<file path="config.mk">
export PLATFORM = sky130hd
export DESIGN_NAME = meter_channel_scheduler
export DESIGN_NICKNAME = d
export VERILOG_FILES = /design/src/rtl/meter_channel_scheduler.sv
export SDC_FILE = /design/constraint.sdc
export NUM_CORES = 1
export LEC_CHECK = 0
export BUFFER_PORTS_ARGS = -buffer_cell sky130_fd_sc_hd__buf_2
export CAP_MARGIN = 20
export CORE_ASPECT_RATIO = 0.8
export CORE_MARGIN = 3
export CORE_UTILIZATION = 56
export DETAILED_ROUTE_END_ITERATION = 10
export PLACE_DENSITY = 0.84
export REMOVE_ABC_BUFFERS = 1
export SYNTH_ARGS = -nofsm -noshare
export SYNTH_HDL_FRONTEND = slang
export SYNTH_SLANG_ARGS = --single-unit
</file>
<file path="constraint.sdc">
create_clock -name clk -period 9 [get_ports clk]
set_input_delay 0.45 -clock clk [delete_from_list [all_inputs] [get_ports clk]]
set_output_delay 0.45 -clock clk [all_outputs]
set_load 0.02 [all_outputs]
</file>
<file path="src/rtl/meter_channel_scheduler.sv">
// Round-robin scheduler serialising per-channel meter arrays onto one tagged output stream.
// Optional periodic re-emission of stored arrays is enabled by defining METER_SCHED_REFRESH_EN.
module meter_channel_scheduler #(
  parameter int channel_count   = 2,
  parameter int indicator_width = 32,
  parameter int refresh_period  = 1000000,
  localparam int CW = (channel_count > 1) ? $clog2(channel_count) : 1
) (
  input  logic                                     clk,
  input  logic                                     reset,
  input  logic [channel_count-1:0]                 i_valid,
  output logic [channel_count-1:0]                 i_ready,
  input  logic [channel_count*indicator_width-1:0] i_array,
  output logic                                     o_valid,
  input  logic                                     o_ready,
  output logic [CW-1:0]                            o_channel,
  output logic [indicator_width-1:0]               o_array
);

  typedef enum logic [0:0] {IDLE = 1'b0, SEND = 1'b1} state_t;

  state_t                     state_r;
  state_t                     state_s;
  logic [channel_count-1:0]   pending_r;
  logic [channel_count-1:0]   capture_s;
  logic [channel_count-1:0]   grant_clr_s;
  logic [channel_count-1:0]   refresh_set_s;
  logic [channel_count-1:0]   rot_s;
  logic [indicator_width-1:0] buf_r [channel_count];
  logic [CW-1:0]              rr_r;
  logic [CW-1:0]              offset_s;
  logic [CW-1:0]              grant_idx_s;
  logic [CW:0]                sum_s;
  logic                       grant_found_s;
  logic                       grant_s;
  logic                       done_s;

  assign i_ready     = ~pending_r;
  assign capture_s   = i_valid & ~pending_r;
  assign grant_clr_s = grant_s ? ({{(channel_count-1){1'b0}}, 1'b1} << grant_idx_s)
                               : {channel_count{1'b0}};

  // Rotate pending so offset 0 is the rr channel, then pick the lowest set offset
  always_comb begin
    rot_s         = channel_count'({pending_r, pending_r} >> rr_r);
    grant_found_s = 1'b0;
    offset_s      = {CW{1'b0}};
    for (int i = channel_count - 1; i >= 0; i--) begin
      offset_s      = rot_s[i] ? CW'(i) : offset_s;
      grant_found_s = grant_found_s | rot_s[i];
    end
    sum_s       = {1'b0, rr_r} + {1'b0, offset_s};
    grant_idx_s = (sum_s >= (CW+1)'(channel_count)) ? CW'(sum_s - (CW+1)'(channel_count))
                                                    : sum_s[CW-1:0];
  end

  // FSM state register
  always_ff @(posedge clk or posedge reset) begin
    if (reset) begin
      state_r <= IDLE;
    end else begin
      state_r <= state_s;
    end
  end

  // FSM next-state and grant/complete strobes
  always_comb begin
    state_s = state_r;
    grant_s = 1'b0;
    done_s  = 1'b0;
    case (state_r)
      IDLE: begin
        if (grant_found_s) begin
          grant_s = 1'b1;
          state_s = SEND;
        end else begin
          state_s = IDLE;
        end
      end
      SEND: begin
        if (o_valid && o_ready) begin
          done_s  = 1'b1;
          state_s = IDLE;
        end else begin
          state_s = SEND;
        end
      end
      default: state_s = IDLE;
    endcase
  end

  // Buffers, pending flags, round-robin pointer and registered output stage
  always_ff @(posedge clk or posedge reset) begin
    if (reset) begin
      pending_r <= {channel_count{1'b0}};
      rr_r      <= {CW{1'b0}};
      o_valid   <= 1'b0;
      o_channel <= {CW{1'b0}};
      o_array   <= {indicator_width{1'b0}};
      for (int c = 0; c < channel_count; c++) begin
        buf_r[c] <= {indicator_width{1'b0}};
      end
    end else begin
      // a refresh wrap coinciding with a grant keeps the channel pending
      pending_r <= (pending_r & ~grant_clr_s) | capture_s | refresh_set_s;
      for (int c = 0; c < channel_count; c++) begin
        if (capture_s[c]) begin
          buf_r[c] <= i_array[c*indicator_width +: indicator_width];
        end
      end
      if (grant_s) begin
        o_valid   <= 1'b1;
        o_channel <= grant_idx_s;
        o_array   <= buf_r[grant_idx_s];
      end else if (done_s) begin
        o_valid <= 1'b0;
        rr_r    <= (o_channel == CW'(channel_count - 1)) ? {CW{1'b0}} : o_channel + {{(CW-1){1'b0}}, 1'b1};
      end
    end
  end

`ifdef METER_SCHED_REFRESH_EN
  localparam int RW = (refresh_period > 1) ? $clog2(refresh_period) : 1;

  logic [RW-1:0]            refresh_cnt_r;
  logic [channel_count-1:0] stored_r;
  logic                     wrap_s;

  assign wrap_s        = (refresh_cnt_r == RW'(refresh_period - 1));
  assign refresh_set_s = wrap_s ? stored_r : {channel_count{1'b0}};

  // Free-running refresh counter and per-channel "has data" flags
  always_ff @(posedge clk or posedge reset) begin
    if (reset) begin
      refresh_cnt_r <= {RW{1'b0}};
      stored_r      <= {channel_count{1'b0}};
    end else begin
      refresh_cnt_r <= wrap_s ? {RW{1'b0}} : refresh_cnt_r + {{(RW-1){1'b0}}, 1'b1};
      stored_r      <= stored_r | capture_s;
    end
  end
`else
  assign refresh_set_s = {channel_count{1'b0}};
`endif

endmodule

</file>
# Yosys cells after proc, flatten, opt, wreduce, memory -nomap -nowiden
# Index checks and enable logic that the tools add are counted.
dict set report totals {
  inputBits 69
  regBits 102
  word_cells 43
}
dict set report classes {
  bitwise_logic 9
  n_mux 16
  n_shift 2
  addsub 3
  reduce_logical 3
  order_cmp 2
}
# operator count
set op_table {}
lappend op_table {{32-bit 2-to-1 mux} 3}
lappend op_table {{1-bit 2-to-1 mux} 11}
lappend op_table {{2-bit AND} 2}
lappend op_table {{2-bit >= comparator (second input constant)} 2}
lappend op_table {{2-bit inverter} 2}
lappend op_table {{4-bit by 1-bit right shift with 2-bit output} 1}
lappend op_table {{1-bit by 1-bit adder with 2-bit output} 1}
lappend op_table {{2-bit 2-to-1 mux} 1}
lappend op_table {{1-bit inverter} 2}
lappend op_table {{1-bit inverter with 2-bit output} 1}
lappend op_table {{2-bit bitwise OR} 1}
lappend op_table {{1-bit case mux with 2 select lines} 1}
lappend op_table {{2-bit AND reduction} 1}
lappend op_table {{2-bit nonzero test} 1}
lappend op_table {{1-bit by 1-bit left shift with 2-bit output (first input constant)} 1}
lappend op_table {{1-bit adder (second input constant)} 1}
lappend op_table {{1-bit logical AND} 1}
lappend op_table {{1-bit bitwise OR} 1}
lappend op_table {{1-bit subtractor (second input constant)} 1}

# Longest topological paths before layout
dict set report logic_depth {
  word_depth 11
  depth_mapped 4
}

# Worst setup path after synthesis
# OpenSTA, ideal clock, no wires.
dict set report synth_path {
  path_type {in2reg}
  startpoint {input i_valid[1]}
  endpoint {register buf_r[20] (netlist name)}
  arrival_ns 1.224
  path_slack_ns 7.651
  path_buffers 2
  cell_stages 4
  setup_ns 0.125
  path_cell_list {nor2b_1 > buf_2 > buf_2 > mux2_2}
}
dict set report synth_via {
  elab_chain_cells 1
}
# element line_no
set synth_rtl {}
lappend synth_rtl {{start, declared} 11} ;# input logic [channel_count-1:0] i_valid,
lappend synth_rtl {{2-bit AND} 39} ;# assign capture_s = i_valid & ~pending_r;
lappend synth_rtl {{end signal, assigned by index} 101} ;# buf_r[c] <= {indicator_width{1'b0}};
lappend synth_rtl {{end signal, assigned by index} 108} ;# buf_r[c] <= i_array[c*indicator_width +: indicator_width];
lappend synth_rtl {{end, declared} 29} ;# logic [indicator_width-1:0] buf_r [channel_count];
# Every way passes these cells.
# A chain may end at the register's enable or synchronous reset.

# Worst setup path after layout
dict set report layout_path {
  startpoint {register pending_r[1]}
  endpoint {register o_array[0]}
}
dict set report layout_via {
  elab_chain_cells 10
}
# element line_no
set layout_rtl {}
lappend layout_rtl {{start, declared} 24} ;# logic [channel_count-1:0] pending_r;
lappend layout_rtl {{start signal, assigned} 95} ;# pending_r <= {channel_count{1'b0}};
lappend layout_rtl {{start signal, assigned} 105} ;# pending_r <= (pending_r & ~grant_clr_s) | capture_s | refresh_set_s;
lappend layout_rtl {{4-bit by 1-bit right shift with 2-bit output (*)} 45} ;# rot_s = channel_count'({pending_r, pending_r} >> rr_r);
lappend layout_rtl {{1-bit 2-to-1 mux (2 in a row)} 49} ;# offset_s = rot_s[i] ? CW'(i) : offset_s;
lappend layout_rtl {{1-bit by 1-bit adder with 2-bit output} 52} ;# sum_s = {1'b0, rr_r} + {1'b0, offset_s};
lappend layout_rtl {{2-bit >= comparator / 1-bit subtractor (equally long branches)} 53} ;# grant_idx_s = (sum_s >= (CW+1)'(channel_count)) ? CW'(sum_s - (CW+1)'(channel_count))
lappend layout_rtl {{1-bit 2-to-1 mux} 53}
lappend layout_rtl {{1-bit inverter with 2-bit output (not written as such)} 114} ;# o_array <= buf_r[grant_idx_s];
lappend layout_rtl {{32-bit 2-to-1 mux (not written as such) (3 in a row)} 114}
lappend layout_rtl {{end signal, assigned} 99} ;# o_array <= {indicator_width{1'b0}};
lappend layout_rtl {{end signal, assigned} 114}
lappend layout_rtl {{end, declared} 17} ;# output logic [indicator_width-1:0] o_array
# Every way passes the cells marked *; elsewhere a longest branch is shown, timed or not. The select of a mux whose other input is x is not followed.

==> results.cfg <==
[timing]
relSlewSlack_pct = 30.3
timing.final.ws_setup_ns = 6.95
setup_viol = 0
rsz0062_at_grt = no
drv_slew = 0
hold_viol = 0
final.setup.tns_ns = 0
worstMarginPinSlew_ns = 1.04
max_freq_ghz = 0.487
fin_crit_sh_pct = 22.8
skew_ns = 0.0143
period_needed_ns = 2.05

[clock_tree]
clk_latency_ns = 0.37
cts_tree = built
ctsLongestPathBuffers = 2
cts_root_buf = clkbuf_8
numCtsBuffers = 9
cts_hold_repair.buffers = 0
post-cts-setup-buffer-count = 0
clk_pin_slew_ns = 0.09
ctsResizeCount = 0
htreeDepth = 3
cts_num_sinks = 102

[layout]
fillCellCount = 515
nets = 439
multiInputGateArea_um2 = 1370
layout.cells.non_filler = 462
final_cell_mix = 104 x buf_2, 102 x dfrtp_1, 49 x mux2_2
regArea_um2 = 2550
syn2layout_area_growth_pct = 18.4
fin_util_pct = 68.9
final_common_cell = buf_2
n_antenna_cell = 0
drive_above_1_share_pct = 47.7

[synthesis]
ys_warn_count = 0
seq_area_frac_synth_pct = 63.0
ys_ff_latch = 102
syn_inst = 272
syn_area_um2 = 4050
syn_avg_cell_area_um2 = 14.9
synth_cell_type_count = 21

[worst_setup_path]
endpoint = o_array[0]
reg2reg_slack_ns = 6.95
reg2reg_from = pending_r[1]
rr_endpoint = o_array[0]
slowest_stage = nand2_1
path_cells = nand2_1 > and3_1 > a221o_1
critical_path_class = reg2reg
critPathLaunch = pending_r[1]
max_stage_delay_ns = 0.67
cp.required_ns = 9.25
worst_setup_path_start_kind = register
reg2regPathDepth = 3
worst_setup_path_end_kind = register
cp.arrival_ns = 2.30
cp_max_fo = 34

[floorplan]
die-area_um2 = 8300
core.rowCount = 27
fp.dieW_um = 101
io_pins = 105
core_um2 = 6960
fp.dieH_um = 82.1
start_util_pct = 58.2

[global_routing]
grt_max_degree = 79
grt_pass1_vias = 2701
antenna_found_initial = 0
grt_usage_pct = 21.6
overflow = 0
grt_first_pass_wirelength_mm = 13.5

[drt]
first_pass_iters = 4
drc = 0
viasPerCell = 5.71
antenna_left = 0
post_drt_wl_per_cell_um = 18.7
drtIter0Drc = 75
wirelength_mm = 8.62
num_vias = 2637

[flow_run]
cap_viol_max_count = 0

[power]
powerDensity_nw_per_um2 = 316
leakage_nw = 2.41
vdd_drop_max_mv = 0.148

[placed_design]
gp_congestion = 0.724
dp.cells = 446
dp_hpwl_mm = 5.58
portBuffers = 104
place_ws_ns = 7.01

[outcome]
status = completed

[min_path]
hold_path.class = in2async
## flip-flops by register name, summed over array words and instances (netlist names)
signal     flops
buf_r         64
o_array       32
pending_r      2
o_channel      1
o_valid        1
rr_r           1
state_r        1
## where the power goes
part	switching, mW	internal, mW	leakage (nW)
clock	0.157	0.129	0.0960
sequential	0.119	0.679	1.23
combinational	0.213	0.217	1.08
total	0.489	1.02	2.41
## cell families (layout without fill, tap and decap cells)
family	Yosys count	count (layout)	synth area share, %
AO/OA/AOI/OAI	39	39	9.42
buffers and inverters	26	129	3.61
flip-flops	102	102	63.0
multiplexers	64	64	17.8
AND/OR/NAND/NOR	41	41	6.18
## cell usage after synthesis (all sizes together)
cell type  count  area (µm²)
nand2          2        7.51
a221o         32         320
mux2          64         721
inv            6        22.5
o21ai          1        5.00
o31a           1        8.76
a21oi          1        5.00
buf           20         124
nor2b          3        26.3
dfrtp        102        2550
o21bai         1        7.51
a22oi          2        15.0
nand3          1        5.00
a211oi         1        20.0
and3          32         200
nor2           3        11.3
## worst min-delay path by stage
stage / startpoint / endpoint / slack (ns) / cells past startpoint
global placement: reset / buf_r[1] / 0.42 / 2
CTS: reset / buf_r[1] / 0.02 / 2
finish: reset / buf_r[1] / 0.03 / 2
floorplan: buf_r[52] / buf_r[52] / 0.45 / 1
global route: reset / buf_r[1] / 0.03 / 2
detailed placement: reset / buf_r[1] / 0.43 / 2
## routing by layer
layer / share of wire, % / track usage, % / vias to the layer above
met5: 0 / 0 / -
met4: 0.42 / 4.38 / 0
met3: 8.0 / 9.08 / 6
met2: 47 / 34.9 / 86
met1: 45 / 27.6 / 1344
li1: - / - / 1201
## metrics by stage
stage / power, mW / hold WS (ns) / cell area, µm²
4_1_cts: 1.53 / 0.0234 / 4800
3_3_place_gp: 1.21 / 0.425 / 4600
6_report: 1.51 / 0.0276 / 4800
2_1_floorplan: 1.07 / 0.449 / 3930
5_1_grt: 1.60 / 0.0317 / 4800
3_5_place_dp: 1.24 / 0.433 / 4600
## final cells by class
cell class / count / share of cell area [%]
clock buffer: 9 / 2.58
tap: 87 / 2.27
inverter: 6 / 0.522
clock inverter: 7 / 1.51
sequential: 102 / 53.2
timing repair buffer: 107 / 11.3
multi-input combinational: 144 / 28.6
## critical path: cells and delay by family (launching register included)
kind,cells,cell delay (ns)
DFF,1,0.51
AOI/OAI and AO/OA,1,0.27
and+or+nand+nor,2,1.14
No activity file was read; power rests on OpenSTA's default activity.
